### src/rtl/multi_mem_pkg.sv
// Shared encodings for the two-master memory arbiter.
package multi_mem_pkg;

    // State codes double as the owner LED code, so owner is the state itself.
    typedef enum logic [1:0] {
        ST_IDLE = 2'b00,
        ST_OWN0 = 2'b01,
        ST_OWN1 = 2'b10
    } state_e;

    localparam int P0 = 0;
    localparam int P1 = 1;

    localparam logic [1:0] OWNER_IDLE = 2'b00;
    localparam logic [1:0] OWNER_P0   = 2'b01;
    localparam logic [1:0] OWNER_P1   = 2'b10;

    // Map a port index to the state that serves it.
    function automatic state_e own_state(input logic port);
        return port ? ST_OWN1 : ST_OWN0;
    endfunction

endpackage

### src/rtl/multi_rr_pick.sv
// Two-way round-robin picker with an optional lock that restricts the grant
// to a single port.
module multi_rr_pick (
    input  logic [1:0] ereq,
    input  logic       pref,
    input  logic       lock_valid,
    input  logic       lock_port,
    output logic [1:0] grant
);

    // One-hot grant: lock owner only, else the preferred port on a tie.
    always_comb begin
        grant = 2'b00;
        if (lock_valid) begin
            if (lock_port) grant[1] = ereq[1];
            else           grant[0] = ereq[0];
        end else if (ereq == 2'b11) begin
            if (pref) grant = 2'b10;
            else      grant = 2'b01;
        end else begin
            grant = ereq;
        end
    end

endmodule

### src/rtl/multi_mem_arbiter.sv
// Shares the single-port memory core between the CPU (port 0) and a
// debug/loader master (port 1), one access per grant, round-robin, with a
// bounded lock for back-to-back accesses.
module multi_mem_arbiter
    import multi_mem_pkg::*;
#(
    parameter int AW       = 10,
    parameter int DW       = 32,
    parameter int MAX_HOLD = 8
) (
    input  logic          clk,
    input  logic          rst,
    input  logic          m0_req,
    input  logic          m0_lock,
    input  logic          m0_we,
    input  logic [AW-1:0] m0_addr,
    input  logic [DW-1:0] m0_wdata,
    output logic          m0_ack,
    output logic [DW-1:0] m0_rdata,
    input  logic          m1_req,
    input  logic          m1_lock,
    input  logic          m1_we,
    input  logic [AW-1:0] m1_addr,
    input  logic [DW-1:0] m1_wdata,
    output logic          m1_ack,
    output logic [DW-1:0] m1_rdata,
    output logic [AW-1:0] mem_a,
    output logic          mem_we,
    output logic [DW-1:0] mem_d,
    input  logic [DW-1:0] mem_spo,
    output logic [1:0]    owner
);

    localparam int                HOLD_W   = $clog2(MAX_HOLD + 1);
    localparam logic [HOLD_W-1:0] HOLD_LIM = HOLD_W'(MAX_HOLD - 1);
    localparam logic [HOLD_W-1:0] HOLD_SAT = HOLD_W'(MAX_HOLD);

    // Per-port views indexed by P0/P1.
    logic [1:0]         req, lock, we, ereq;
    logic [1:0][AW-1:0] addr;
    logic [1:0][DW-1:0] wdata;

    assign req   = {m1_req, m0_req};
    assign lock  = {m1_lock, m0_lock};
    assign we    = {m1_we, m0_we};
    assign addr  = {m1_addr, m0_addr};
    assign wdata = {m1_wdata, m0_wdata};

    state_e             state_q, state_d;
    logic               pref_q, pref_d;
    logic               lock_vld_q, lock_vld_d;
    logic               lock_port_q, lock_port_d;
    logic [HOLD_W-1:0]  hold_q, hold_d;
    logic [1:0]         ack_q, ack_d;
    logic [1:0][DW-1:0] rdata_q, rdata_d;

    logic       cur;
    logic       lock_live;
    logic [1:0] grant;

    // A master's req in its own ack cycle is the tail of the finished access.
    assign ereq = req & ~ack_q;
    assign cur  = (state_q == ST_OWN1);

    // A pending lock survives the owner's ack cycle as long as it keeps req
    // high; dropping req lapses it and normal arbitration takes over at once.
    assign lock_live = lock_vld_q & req[lock_port_q];

    multi_rr_pick u_pick (
        .ereq       (ereq),
        .pref       (pref_q),
        .lock_valid (lock_live),
        .lock_port  (lock_port_q),
        .grant      (grant)
    );

    // Next-state, lock/hold bookkeeping and completion capture.
    always_comb begin
        state_d     = state_q;
        pref_d      = pref_q;
        lock_vld_d  = lock_vld_q;
        lock_port_d = lock_port_q;
        hold_d      = hold_q;
        ack_d       = 2'b00;
        rdata_d     = rdata_q;
        case (state_q)
            ST_IDLE: begin
                if (lock_vld_q && !lock_live) begin
                    lock_vld_d = 1'b0;
                    hold_d     = '0;
                end
                if (grant[P0] || grant[P1]) begin
                    state_d    = own_state(grant[P1]);
                    lock_vld_d = 1'b0;
                end
            end
            ST_OWN0, ST_OWN1: begin
                state_d    = ST_IDLE;
                pref_d     = ~cur;
                ack_d[cur] = 1'b1;
                if (!we[cur]) rdata_d[cur] = mem_spo;
                // Hold limit only matters while the other port is waiting.
                if (lock[cur] && (!ereq[~cur] || hold_q < HOLD_LIM)) begin
                    lock_vld_d  = 1'b1;
                    lock_port_d = cur;
                    if (hold_q != HOLD_SAT) hold_d = hold_q + HOLD_W'(1);
                end else begin
                    lock_vld_d = 1'b0;
                    hold_d     = '0;
                end
            end
            default: state_d = ST_IDLE;
        endcase
    end

    // State registers; reset drops ownership so mem_we falls immediately.
    always_ff @(posedge clk or negedge rst) begin
        if (!rst) begin
            state_q     <= ST_IDLE;
            pref_q      <= 1'b0;
            lock_vld_q  <= 1'b0;
            lock_port_q <= 1'b0;
            hold_q      <= '0;
            ack_q       <= 2'b00;
            rdata_q     <= '0;
        end else begin
            state_q     <= state_d;
            pref_q      <= pref_d;
            lock_vld_q  <= lock_vld_d;
            lock_port_q <= lock_port_d;
            hold_q      <= hold_d;
            ack_q       <= ack_d;
            rdata_q     <= rdata_d;
        end
    end

    // Memory bus follows the current owner; parked at zero while idle.
    always_comb begin
        mem_a  = '0;
        mem_we = 1'b0;
        mem_d  = '0;
        if (state_q != ST_IDLE) begin
            mem_a  = addr[cur];
            mem_we = we[cur];
            mem_d  = wdata[cur];
        end
    end

    assign m0_ack   = ack_q[P0];
    assign m1_ack   = ack_q[P1];
    assign m0_rdata = rdata_q[P0];
    assign m1_rdata = rdata_q[P1];
    assign owner    = state_q;

endmodule

### config.mk
export PLATFORM = sky130hd
export DESIGN_NAME = multi_mem_arbiter
export DESIGN_NICKNAME = d
export VERILOG_FILES = /design/src/rtl/multi_mem_pkg.sv /design/src/rtl/multi_rr_pick.sv /design/src/rtl/multi_mem_arbiter.sv
export SDC_FILE = /design/constraint.sdc
export NUM_CORES = 1
export LEC_CHECK = 0
export BUFFER_PORTS_ARGS = -buffer_cell sky130_fd_sc_hd__buf_2
export CORE_ASPECT_RATIO = 1.75
export CORE_MARGIN = 4
export CORE_UTILIZATION = 39
export CTS_CLUSTER_DIAMETER = 30
export CTS_CLUSTER_SIZE = 10
export DETAILED_ROUTE_END_ITERATION = 10
export PLACE_DENSITY_LB_ADDON = 0.25
export SYNTH_ARGS = -nofsm -noshare
export SYNTH_HDL_FRONTEND = slang
export SYNTH_SLANG_ARGS = --single-unit
### constraint.sdc
create_clock -name clk -period 1.7 [get_ports clk]
set_input_delay 0.085 -clock clk [delete_from_list [all_inputs] [get_ports clk]]
set_output_delay 0.085 -clock clk [all_outputs]
set_load 0.005 [all_outputs]
==> metrics.cfg <==
[min_path]
min_to=m0_rdata[5]
holdPathStages=2
hp-class=in2reg
min_from=mem_spo[5]

[sta]
rsz0062_at_grt=yes
finalHoldViolCount=0
clock.fmax_mhz=560
tightest_slew_ns=0.314
fin_crit_ns=1.78
drv_slew=0
setup_slack_ns=-0.0848
period_share_pct=105
setup_viol=107
slew_headroom_pct=79.0
skew_ns=0.00345

[place]
gp_congestion=0.835
hpwlAfterDp_mm=9.08
place_ws_ns=-0.0448
port_buffers=234
dp_cells=654

[synthesis]
synth_seq_cells=75
yosysUniqueCellTypes=36
yosysWarnings=0
yosys_most_used_dff=dfrtp_1
synth_most_common_cell=dfrtp_1
synth_nets=431
ys_async_sr_fraction_pct=100
synth.avg_cell_area_sq_um=12.4
yosysSeqAreaShare_pct=50.5
synth_top_area_share_pct=50.5
ys_top_cells_by_area=dfrtp_1 (50%), mux2_2 (20%), mux2i_1 (12%), nor2_1 (4.8%), ha_1 (2.0%)
syn_inst=301
ys_top_cells_by_count=dfrtp_1 (75), mux2_2 (65), nor2_1 (48)
synth_edf_count=0
syn_area_sq_um=3720
yosys.area.top_type=dfrtp_1

[critical_path]
required_ns=1.62
crit_arrival_ns=1.70
r2r-start=owner[1]
start_kind=flip-flop
critPathMaxFanout=8
worstSetupEndpointType=primary output
ff2ff_path_depth=7
rrSetupSlack_ns=-0.07
crit_type=reg2out
worst_r2r_endpoint=m0_rdata[15]

[clocking]
cts_root_buf=clkbuf_16
htreeDepth=3
cts_tree=yes
clock_latency_ns=0.33
clk_pin_slew_ns=0.06
cts_buffers=9
clk_path_buf_depth=2
numClockSinks=75

[detailed_routing]
drc=0
drt_wl_total_mm=13.5
drt.antenna.violating_nets=0
drtIter0Drc=95
wl_per_cell_um=18.8
vias=3529
avgViaCountPerCell=4.93
drt_pre_antenna_iters=6

[floorplan]
die_area_sq_um=11200
die_h_um=137
start_util_pct=40.4
num_io_pins=235
std_cell_rows=46
die_width_um=81.8
core-area_sq_um=9210

[global_routing]
grt_pass1_vias=3780
grt_pass1_wl_mm=18.5
top_usage_layer=met2
use_met3_pct=8.90
antenna_found_initial=0
grt_util_met1_pct=20.7
grt_start_max_net_pins=55
grt_overflow_total=0
grt.total_usage_pct=22.0
use_met2_pct=41.2

[pwr]
p_leak_nw=3.40
power.density_nw_per_um2=1790
ir_drop_mv=1.20

[layout]
stdcell_count=716
diodes=0
nets=721
drive_gt1_share_pct=63.8
syn_to_final_growth_pct=74.5

[outcome]
violations=setup timing
outcome=finished, violations left

[flow_run]
drv_cap=0

## through the flow
stage	setup TNS, ns	power (W)	cell area, sq um	hold slack (ns)	util [%]
6_report	-4.75	0.0116	6490	0.0134	70.4
5_1_grt	-11.09	0.0123	6490	0.00828	70.4
4_1_cts	-4.07	0.0110	6150	0.000266	66.8
3_5_place_dp	-0.785	0.00775	5150	0.00295	55.9
3_3_place_gp	-0.00270	0.00759	5150	-0.00434	55.9
2_1_floorplan	-0.455	0.00555	3740	-0.211	-
## final cells by class
type                            count  area, sq um
Clock inverter                      5         83.8
Sequential cell                    75         1880
Tap cell                          120          150
Inverter                            7         26.3
Clock buffer                       11          253
Fill cell                         681         2720
Timing Repair Buffer              295         1980
Multi-Input combinational cell    203         2110
## critical path: stages, from the launching register on
cell     delay (ns)
dfrtp_1        0.38
inv_2          0.08
ha_4           0.18
buf_12         0.17
buf_6          0.12
mux2i_1        0.21
nor2_2         0.09
buf_2          0.14
## repair_timing
action	CTS	global route
buffers inserted	11	2
hold endpoints to repair	63	0
gates resized for setup	54	59
cloned	4	4
pin swaps	12	24
hold buffers	25	0
setup endpoints to repair	76	113
## cells by family (layout without fill, tap and decap cells)
group / Yosys count / count (layout) / share of synthesized area, %
adders and majority gates: 6 / 6 / 2.02
muxes: 111 / 111 / 32.2
and+or+nand+nor: 70 / 70 / 8.68
AOI/OAI and AO/OA: 16 / 16 / 3.90
DFF: 75 / 75 / 50.5
buffers and inverters: 23 / 318 / 2.76
## power breakdown
group	switching (W)	internal [W]
Combinational	0.00254	0.00375
Clock	0.000732	0.00137
Sequential	0.000556	0.00265
## routing by layer
layer  wire length, um  part of all wire (%)
met2              7160                    53
met5                 0                     0
met1              4490                    33
met4               242                   1.8
met3              1590                    12
## sequential cells by signal (all words and copies together) (netlist names)
name,count
lock_vld_q,1
lock_port_q,1
m0_rdata,32
ack_q,2
pref_q,1
m1_rdata,32
owner,2
hold_q,4
## layout by cell type (no fill, tap or decap), types with 2 or more instances in the layout
cell / count
dlygate4sd3_1: 25
nand3b_1: 3
mux2_4: 66
clkbuf_8: 2
mux2i_1: 38
buf_4: 12
a21oi_1: 3
inv_2: 2
clkinvlp_4: 2
o21ai_0: 2
ha_1: 3
nand3_1: 4
buf_8: 3
mux2_2: 2
nor2_1: 41
buf_16: 4
buf_6: 6
mux2i_2: 4
dfrtp_1: 75
buf_12: 9
buf_2: 233
bufinv_16: 2
nand2_1: 4
nor2_2: 6
ha_4: 3
clkbuf_16: 12
inv_1: 5
## how the worst max path moves through the flow
stage                     cells after the start   endpoint  startpoint  slack [ns]
after global routing                          7   mem_d[8]    owner[0]       -0.16
after detailed placement                      5  hold_q[2]    owner[1]       -0.04
final                                         7   mem_d[4]    owner[0]       -0.08
after global placement                        5  hold_q[2]    owner[1]      -0.003
after floorplan                               6  hold_q[2]    owner[0]       -0.02
after CTS                                     6   mem_d[4]    owner[1]       -0.10
(Power assumes the default switching activity.)
